## src/rtl/risc_pkg.sv

```systemverilog
// Shared definitions for the writeback path of the core.
//   DATA_W     : register-file write data width
//   ADDR_W     : register-file address width
//   REG_ZERO   : architectural zero register index (writes to it are dropped)
//   wb_state_t : occupancy of the registered writeback output stage
package risc_pkg;

  localparam int DATA_W   = 32;
  localparam int ADDR_W   = 5;
  localparam int REG_ZERO = 0;

  typedef enum logic {
    EMPTY = 1'b0,
    FULL  = 1'b1
  } wb_state_t;

endpackage : risc_pkg

```

## src/rtl/rr_arb2.sv

```systemverilog
// Two-input round-robin arbiter with a single last-grant flop.
//   clk     : rising-edge clock
//   rst     : asynchronous, active-high reset (last grant resets to 1 so
//             requester 0 wins the first tie)
//   valid   : request valid per requester
//   advance : a grant was consumed this cycle; remember it as last grant
//   grant   : combinational winner (0 or 1)
module rr_arb2 (
  input  logic       clk,
  input  logic       rst,
  input  logic [1:0] valid,
  input  logic       advance,
  output logic       grant
);

  logic last_grant_q;
  logic last_grant_d;

  // With no request the grant parks on the previous winner, so the data
  // mux does not toggle needlessly; on a tie the other requester wins.
  // NOTE: every signal assigned in always_comb gets a default first, so no path leaves it unassigned and no latch is inferred.
  always_comb begin
    grant = last_grant_q;
    unique case (valid)
      2'b01:   grant = 1'b0;
      2'b10:   grant = 1'b1;
      2'b11:   grant = ~last_grant_q;
      default: grant = last_grant_q;
    endcase
  end

  always_comb begin
    last_grant_d = last_grant_q;
    if (advance) last_grant_d = grant;
  end

  // NOTE: sequential state uses non-blocking assignments so every flop samples pre-edge values regardless of block order.
  always_ff @(posedge clk or posedge rst) begin
    if (rst) last_grant_q <= 1'b1;
    else     last_grant_q <= last_grant_d;
  end

endmodule : rr_arb2

```

## src/rtl/selector_2x1.sv

```systemverilog
// Two-input data selector shared by the writeback path.
//   d0_i  : data presented when sel_i = 0
//   d1_i  : data presented when sel_i = 1
//   sel_i : select
//   y_o   : selected data
module selector_2x1 #(
  parameter int W = 32
) (
  input  logic [W-1:0] d0_i,
  input  logic [W-1:0] d1_i,
  input  logic         sel_i,
  output logic [W-1:0] y_o
);

  assign y_o = sel_i ? d1_i : d0_i;

endmodule : selector_2x1

```

## src/rtl/wb_port_arbiter.sv

```systemverilog
// Shares the register-file write port between the ALU result (requester 0)
// and load data (requester 1). Round-robin grant, one registered output
// stage with valid/ready handshake, per-requester saturating grant counters.
//   clk, rst          : clock, asynchronous active-high reset
//   req_valid/ready   : per-requester handshake, bit i = requester i
//   req0_data/addr    : ALU writeback
//   req1_data/addr    : load writeback
//   mux_sel           : combinational grant, drives the data selector
//   wb_valid/ready    : registered write request to the register file
//   wb_data/addr      : registered write payload
//   cnt_clear         : synchronous clear of both grant counters
//   grant_cnt0/1      : saturating accepted-transfer counts
module wb_port_arbiter #(
  parameter int DATA_W         = risc_pkg::DATA_W,
  parameter int ADDR_W         = risc_pkg::ADDR_W,
  parameter int CNT_W          = 16,
  parameter bit DROP_ZERO_ADDR = 1'b1
) (
  input  logic              clk,
  input  logic              rst,
  input  logic [1:0]        req_valid,
  output logic [1:0]        req_ready,
  input  logic [DATA_W-1:0] req0_data,
  input  logic [ADDR_W-1:0] req0_addr,
  input  logic [DATA_W-1:0] req1_data,
  input  logic [ADDR_W-1:0] req1_addr,
  output logic              mux_sel,
  output logic              wb_valid,
  input  logic              wb_ready,
  output logic [DATA_W-1:0] wb_data,
  output logic [ADDR_W-1:0] wb_addr,
  input  logic              cnt_clear,
  output logic [CNT_W-1:0]  grant_cnt0,
  output logic [CNT_W-1:0]  grant_cnt1
);

  import risc_pkg::wb_state_t;
  import risc_pkg::EMPTY;
  import risc_pkg::FULL;
  import risc_pkg::REG_ZERO;

  wb_state_t         state_q, state_d;
  logic [DATA_W-1:0] wb_data_q, wb_data_d;
  logic [ADDR_W-1:0] wb_addr_q, wb_addr_d;
  logic [CNT_W-1:0]  cnt0_q, cnt0_d;
  logic [CNT_W-1:0]  cnt1_q, cnt1_d;

  logic              grant;
  logic              load_en;
  logic              accept;
  logic              drop;
  logic              load;
  logic [DATA_W-1:0] sel_data;
  logic [ADDR_W-1:0] sel_addr;

  rr_arb2 u_arb (
    .clk     (clk),
    .rst     (rst),
    .valid   (req_valid),
    .advance (accept),
    .grant   (grant)
  );

  selector_2x1 #(.W(DATA_W)) u_data_sel (
    .d0_i  (req0_data),
    .d1_i  (req1_data),
    .sel_i (grant),
    .y_o   (sel_data)
  );

  assign sel_addr = grant ? req1_addr : req0_addr;
  assign mux_sel  = grant;

  // The stage can take a new entry when empty or when its entry leaves now.
  assign load_en   = (state_q == EMPTY) | wb_ready;
  assign req_ready = {load_en & req_valid[1] & grant,
                      load_en & req_valid[0] & ~grant};
  assign accept    = |req_ready;

  // A zero-register write is still handshaken and counted, it just never
  // reaches the register file.
  assign drop = DROP_ZERO_ADDR && (sel_addr == ADDR_W'(REG_ZERO));
  assign load = accept & ~drop;

  always_comb begin
    state_d = state_q;
    unique case (state_q)
      EMPTY: if (load) state_d = FULL;
      FULL:  if (wb_ready && !load) state_d = EMPTY;
      default: state_d = EMPTY;
    endcase
  end

  // Payload only changes on a real load, so it stays stable while stalled
  // and keeps the last delivered value across a dropped write.
  always_comb begin
    wb_data_d = wb_data_q;
    wb_addr_d = wb_addr_q;
    if (load) begin
      wb_data_d = sel_data;
      wb_addr_d = sel_addr;
    end
  end

  always_comb begin
    cnt0_d = cnt0_q;
    cnt1_d = cnt1_q;
    if (cnt_clear) begin
      cnt0_d = '0;
      cnt1_d = '0;
    end else if (accept) begin
      if (!grant && cnt0_q != '1) cnt0_d = cnt0_q + CNT_W'(1);
      if ( grant && cnt1_q != '1) cnt1_d = cnt1_q + CNT_W'(1);
    end
  end

  always_ff @(posedge clk or posedge rst) begin
    if (rst) begin
      state_q   <= EMPTY;
      wb_data_q <= '0;
      wb_addr_q <= '0;
      cnt0_q    <= '0;
      cnt1_q    <= '0;
    end else begin
      state_q   <= state_d;
      wb_data_q <= wb_data_d;
      wb_addr_q <= wb_addr_d;
      cnt0_q    <= cnt0_d;
      cnt1_q    <= cnt1_d;
    end
  end

  assign wb_valid   = (state_q == FULL);
  assign wb_data    = wb_data_q;
  assign wb_addr    = wb_addr_q;
  assign grant_cnt0 = cnt0_q;
  assign grant_cnt1 = cnt1_q;

endmodule : wb_port_arbiter

```

## config.mk

```make
export PLATFORM = sky130hd
export DESIGN_NAME = wb_port_arbiter
export DESIGN_NICKNAME = d
export VERILOG_FILES = /design/src/rtl/risc_pkg.sv /design/src/rtl/rr_arb2.sv /design/src/rtl/selector_2x1.sv /design/src/rtl/wb_port_arbiter.sv
export SDC_FILE = /design/constraint.sdc
export NUM_CORES = 1
export LEC_CHECK = 0
export CAP_MARGIN = 5
export CORE_UTILIZATION = 40
export CTS_CLUSTER_SIZE = 25
export DETAILED_ROUTE_END_ITERATION = 8
export PLACE_DENSITY = 0.78
export SLEW_MARGIN = 25
export SYNTH_ARGS = -nofsm -noshare
export SYNTH_HDL_FRONTEND = slang
export SYNTH_SLANG_ARGS = --single-unit
```

## constraint.sdc

```tcl
create_clock -name clk -period 2.2 [get_ports clk]
set_input_delay 0.22 -clock clk [delete_from_list [all_inputs] [get_ports clk]]
set_output_delay 0.22 -clock clk [all_outputs]
set_load 0.03 [all_outputs]
```

**Yosys cells after proc, flatten, opt, wreduce, memory -nomap -nowiden**

Cells that the tools add are included.
Widths: inputs -> output; s select.

- Register bits after elaboration: 71
- Bits of input ports: 80
- Output and inout bits: 73
- Word-level logic and storage cells: 47

- $add $sub $neg: 2
- Equal/unequal tests: 5
- Multiplexer cells: 12
- Bitwise logic cells: 10
- Reduce and logical (&&, ||, !) cells: 12

Operators by type and width:

| cell | number |
|---|---|
| $mux 16 | 6 |
| $add 16x1->16 const B | 2 |
| $mux 32 | 1 |
| $ne 16x16->1 const B | 2 |
| $reduce_bool 2->1 | 3 |
| $and 1x1->1 | 5 |
| $logic_not 5->1 | 1 |
| $mux 5 | 1 |
| $eq 2x2->1 const B | 2 |
| $not 1->1 | 4 |
| $reduce_and 2->1 | 2 |
| $logic_and 1x1->1 | 3 |
| $pmux 1 s3 | 1 |
| $eq 2x1->1 const B | 1 |
| $logic_not 1->1 | 2 |
| $mux 1 | 2 |
| $pmux 1 s2 | 1 |
| $reduce_or 2->1 | 1 |
| $or 1x1->1 | 1 |

**Depth between registers and ports, before layout**

- Word-level depth: 10
- Mapped depth: 9
- Gate-level depth less buffers: 6

**Modules after synthesis**

Synthesis repeated with hierarchy kept, for this count alone.

- Cells, all modules: 341
- Area total of the unflattened synthesis: 3,992.6 um^2

By module, submodules not included:

| module | times used | cells each | area each (um^2) | sequential area each (um^2) |
|---|---|---|---|---|
| wb_port_arbiter | 1 | 299 | 3,393.3 | 1,751.7 |
| selector_2x1 | 1 | 36 | 544.3 | 0.0 |
| rr_arb2 | 1 | 6 | 55.1 | 26.3 |

**Worst setup path before layout**

No wires, ideal clock.

- Kind: register -> register
- From: reg state_q, in the netlist wb_valid
- To: reg cnt1_q[1], in the netlist grant_cnt1[1]
- Setup time: 132 ps
- Arrival: 2,001 ps
- Required time: 2,068 ps
- Path slack: 68 ps
- Cell stages (with the launch flop): 6
- Buffers on the path: 0
- Clock period less this slack: 2,132 ps
- Path through: dfrtp_1 nor2b_1 nor3_1 nor2b_1 mux2i_1 nor2_1

- Cells in the longest elaborated chain, start to end: 7
- Elaborated cells on any way between the ends: 9
- Those cells by class: bitwise: 6; reduce/logical: 3

RTL lines:

| item | line | source |
|---|---|---|
| from (decl) | wb_port_arbiter.sv:42 | `wb_state_t state_q, state_d;` |
| from (signal assigned) | wb_port_arbiter.sv:125 | `state_q <= state_d;` |
| $not 1->1 | wb_port_arbiter.sv:75 | `assign load_en = (state_q == EMPTY) \| wb_ready;` |
| $or 1x1->1 | wb_port_arbiter.sv:75 |  |
| $and 1x1->1 (2 in a row) | wb_port_arbiter.sv:76 | `assign req_ready = {load_en & req_valid[1] & grant,` |
| net req_ready[1] | wb_port_arbiter.sv:22 | `output logic [1:0] req_ready,` |
| $reduce_or 2->1 | wb_port_arbiter.sv:78 | `assign accept = \|req_ready;` |
| $reduce_bool 2->1 (no line) | -- |  |
| $reduce_and 2->1 (no line) | -- |  |
| to (signal assigned) | wb_port_arbiter.sv:129 | `cnt1_q <= cnt1_d;` |
| to (decl) | wb_port_arbiter.sv:46 | `logic [CNT_W-1:0] cnt1_q, cnt1_d;` |

The timed path passes the listed nets, and every way through them passes these cells.
A chain may end at the register's enable or synchronous reset.

**Worst setup path after layout**

- From: reg u_arb.last_grant_q
- To: out mux_sel

- Cells in the longest elaborated chain, start to end: 2

RTL lines:

| item | line | source |
|---|---|---|
| from (decl) | rr_arb2.sv:16 | `logic last_grant_q;` |
| from (signal assigned) | rr_arb2.sv:40 | `else last_grant_q <= last_grant_d;` |
| $not 1->1 | rr_arb2.sv:27 | `2'b11: grant = ~last_grant_q;` |
| $pmux 1 s3 (*) | rr_arb2.sv:24 | `unique case (valid)` |
| to (decl) | wb_port_arbiter.sv:27 | `output logic mux_sel,` |

Mark *: on every way between the ends. The rest lies on a longest branch, timed or not.

==> results.md <==
- The shortest clock period the worst path allows after layout is 2.08 ns.
- The number of instances in the synthesized netlist is 406.
- The first global-routing pass estimated 16400 um of wire.
- In the final layout, the share of cells above drive strength 1 is 13.9%.
- Setup violations remaining at the end of the flow were counted as 0.
- STA puts the critical path data arrival time at 1.86 ns.
- The clock network is responsible for 27.1% of the overall power.
- The cell with the biggest individual delay on the critical path is dfstp_2.
- Net switching is 33.3% of the power.
- A synthesized cell averages 9.53 um^2.
- In the routed layout, each cell is associated on average with a via count of 5.09.
- The width of the die is 100 um.
- The combined area of all synthesized cells is 3870 um^2.
- Row generation in the floorplan step produced 35 rows.
- Walking the worst path, the cells encountered are nor2_1 -> or2_1 -> inv_2 -> buf_4 -> buf_4.
- TritonCTS built the clock tree.
- The number of buffers inserted by hold repair at cts is 0.
- At the end of routability-driven placement, the weighted congestion stood at 0.826.
- The fraction of power consumed by combinational cells is 39.3%.
- The most used flip-flop cell after synthesis is dfrtp_1.
- Setup slack closes at 0.116 ns.
- The die covers 10100 um^2.
- The number of design-rule violations left by the first detailed-router iteration is 136.
- Synthesis inferred 71 register bits.
- The core area is 9280 um^2.
- The library cell used most frequently in the layout, excluding fill and tap cells, is clkdlybuf4s50_1.
- Global routing consumed, over all layers together, 20.8% of the routing resources.
- Of all flip-flops after synthesis, the portion carrying an async set or reset was 100%.
- The final layout contains 653 nets.
- In this run the power spent charging and discharging nets is 1.70 mW.
- The maximum ir drop on the vdd rail is 0.436 mV.
- The share of synthesized cell area in full adder, half adder and majority cells is 0.647%.
- The total nets after synthesis is 488.
- The number of enable flip-flop cells after synthesis is 0.
- The number of buffers created by CTS is 9.
- The first TritonRoute pass finished after 4 iterations.
- The synthesized netlist devotes 4.04% of its cell area to compound gates.
- CTS built an H-tree with a depth of 3.
- The floorplan step set the die height to 100 um.
- Along the worst path, the maximum fanout reaches 34.
- The number of hold violations in the final report is 0.
- For this run, the slowest stage of the critical path takes 0.55 ns.
- After synthesis, the largest family of logic cells by area is simple AND/OR/NAND/NOR gates.
- The largest total area in the synthesized netlist belongs to dfrtp_1.
- The max-capacitance violation count is 0.
- After detailed routing, the number of remaining DRC violations is 0.
- The area share of and/or/nand/nor cells after synthesis is 26.0%.
- The via count is 3589.
- The via count of the first global-routing pass is 3562.
- The largest clock skew in the final design is 0.00445 ns.
- Of the post-synthesis cell area, the dominant cell type holds 45.3%.
- The internal power component is 3.40 mW.
- On the critical path the largest part of the delay comes from buffers and inverters.
- The count of inserted antenna diode cells is 0.
- In the layout the commonest cells are clkdlybuf4s50_1, nand2_1, dfrtp_1.
- The flow ran to the end, and the final reports show no timing, DRC or antenna violations.
- The initial antenna violation count came to 0.
- Entering global routing, the biggest net connects 35 pins.
- Yosys attributes the largest share of cell area to dfrtp_1, mux2_4, nand2_1, xnor2_1, nor2_1.
- The design draws 5.09 mW.
- Of the synthesized area, sequential elements account for 46.0%.
- In this run the deepest clock path goes through 2 buffers.
- For this block, the routed nets add up to 10100 um of wire.
- The final worst-path cycle share is 94.7%.
- For this run, the top clock speed supported by timing is 0.480 GHz.
- The finished layout holds 705 standard cells, fillers aside.
- The share of total power dissipated in sequential elements is 33.6%.
- The remaining antenna violation count after routing is 0.
- Relative to the synthesized area, the layout overhead comes to 52.6%.
- The worst path required time is 1.98 ns.
- The area share of xor/xnor cells in the synthesized design is 5.21%.
- Clock-pin slew was measured on the worst setup and hold paths at 0.08 ns.
- The number of filler instances in the final layout is 773.
- STA classifies the critical path startpoint as a flip-flop.
- For the pin with the worst max-slew slack, the measured transition is 0.584 ns.
- At the placement stage, the worst setup path has a slack of -0.124 ns.
- The static power due to leakage is 2.57 nW.
- Power spread over the standard cell area amounts to 863 nW/um^2.
- The count of different cell masters after synthesis is 42.
- The total overflow left after global routing is 0.
- Measured against the total synthesized area, the mux share comes to 14.9%.
- Counting stages on the worst path, the most repeated cell is buf_4.
- The number of input and output port buffers inserted is 152.
- Yosys printed 0 warnings.
- The effective utilization at floorplan is 41.7%.
- The critical path contains buffers and inverters numbering 3 combined.
- In the final routed layout, each cell accounts on average for 14.3 um.
- The source-to-sink clock delay at the later pin of the worst-skew pair is 0.34 ns.
- The worst hold path belongs to the class in -> async.
- The number of clock sinks seen by CTS is 71.
- The worst setup path is captured at a primary output.
- Setup repair after global routing left no endpoint under its margin.
- Measured against its own limit, the worst slew margin works out to 61.0%.
- The number of pins exceeding their max-slew limit in the final report was 0.
- The half-perimeter wire length after detailed placement is 7550 um.
- The root buffer cell is clkbuf_8.
- The instance count after placement with tap cells included is 689.
- For this design the top-level I/O count stands at 153.
- The kind of critical path is reg -> out.
- For flop-to-flop paths, the worst setup slack is 0.12 ns.
==> area by class of cell <==
| type | count | area, um^2 | area share, % |
|---|---|---|---|
| Multi-Input combinational cell | 311 | 1970 | 33.3 |
| Inverter | 7 | 26.3 | 0.445 |
| Sequential cell | 71 | 1780 | 30.1 |
| Clock inverter | 7 | 145 | 2.46 |
| Timing Repair Buffer | 171 | 1700 | 28.8 |
| Clock buffer | 9 | 124 | 2.10 |
| Tap cell | 129 | 161 | 2.73 |
==> registers in the layout (all words and copies together) (netlist names) <==
name / cells
grant_cnt0: 16
wb_addr: 5
wb_valid: 1
wb_data: 32
grant_cnt1: 16
u_arb.last_grant_q: 1
==> final timing paths <==
kind	cells after the start	start	to
hold / removal	2	rst	grant_cnt0[1]
min in group clk	1	wb_data[8]	wb_data[8]
hold reg to reg	1	wb_data[8]	wb_data[8]
setup reg to reg	6	u_arb.last_grant_q	wb_addr[3]
setup / recovery	5	u_arb.last_grant_q	mux_sel
max in group asynchronous	3	rst	grant_cnt1[10]
==> cell families (layout without fill, tap and decap cells) <==
logic type,count (synthesis),count (layout)
XOR/XNOR,23,23
flip-flops,71,71
AND/OR/NAND/NOR,219,219
adder cells (fa/ha/maj),2,2
AO/OA/AOI/OAI,25,25
multiplexers,42,42
buffers and inverters,24,194
==> Yosys cell counts, types with 4 or more instances <==
cell and n:
dfrtp_1 70, xnor2_1 22, a21oi_1 6, inv_1 6
nand4_1 8, mux2_2 5, nor2_1 34, o21ai_0 6
mux2_4 30, mux2i_1 7, nor3_1 13, and4_1 4
buf_6 4, nor4_1 19, clkbuf_1 10, nand3_1 11
nand2_1 113
==> power groups by stage <==
| stage | Clock [mW] | Combinational (mW) | Sequential (mW) |
|---|---|---|---|
| floorplan | 0 | 0.725 | 2.17 |
| global placement | 0 | 1.97 | 1.73 |
| detailed placement | 0 | 2.02 | 1.73 |
| CTS | 1.40 | 2.02 | 1.71 |
| global route | 1.47 | 2.13 | 1.74 |
| finish | 1.38 | 2.00 | 1.71 |
==> layer usage <==
metal	global-route usage [%]	part of all wire, %
met1	24.5	41
met2	36.1	51
met3	5.36	6.2
met4	8.58	2.6
met5	0	0
==> repair_timing <==
item | 4_1_cts | 5_1_grt
setup buffers | 0 | 0
gates resized for setup | 1 | 1
setup endpoints to repair | 1 | 1
gates cloned | 0 | 0
==> worst reg2reg max path, delay by kind of cell, from the launching register on <==
family	cells	cell delay, ns
flops	1	0.55
buf+inv	1	0.20
compound gates	1	0.09
simple gates	3	0.81
mux	1	0.35
==> through the flow <==
step	instance area (um^2)	util, %	hold WS (ns)	TNS, ns
3_5_place_dp	5630	60.6	0.497	-3.25
2_1_floorplan	3870	-	0.286	0
5_1_grt	5900	63.6	0.276	0
3_3_place_gp	5630	60.6	0.488	-3.17
6_report	5900	63.6	0.261	0
4_1_cts	5900	63.5	0.267	0
No activity file was read; power rests on OpenSTA's default activity.
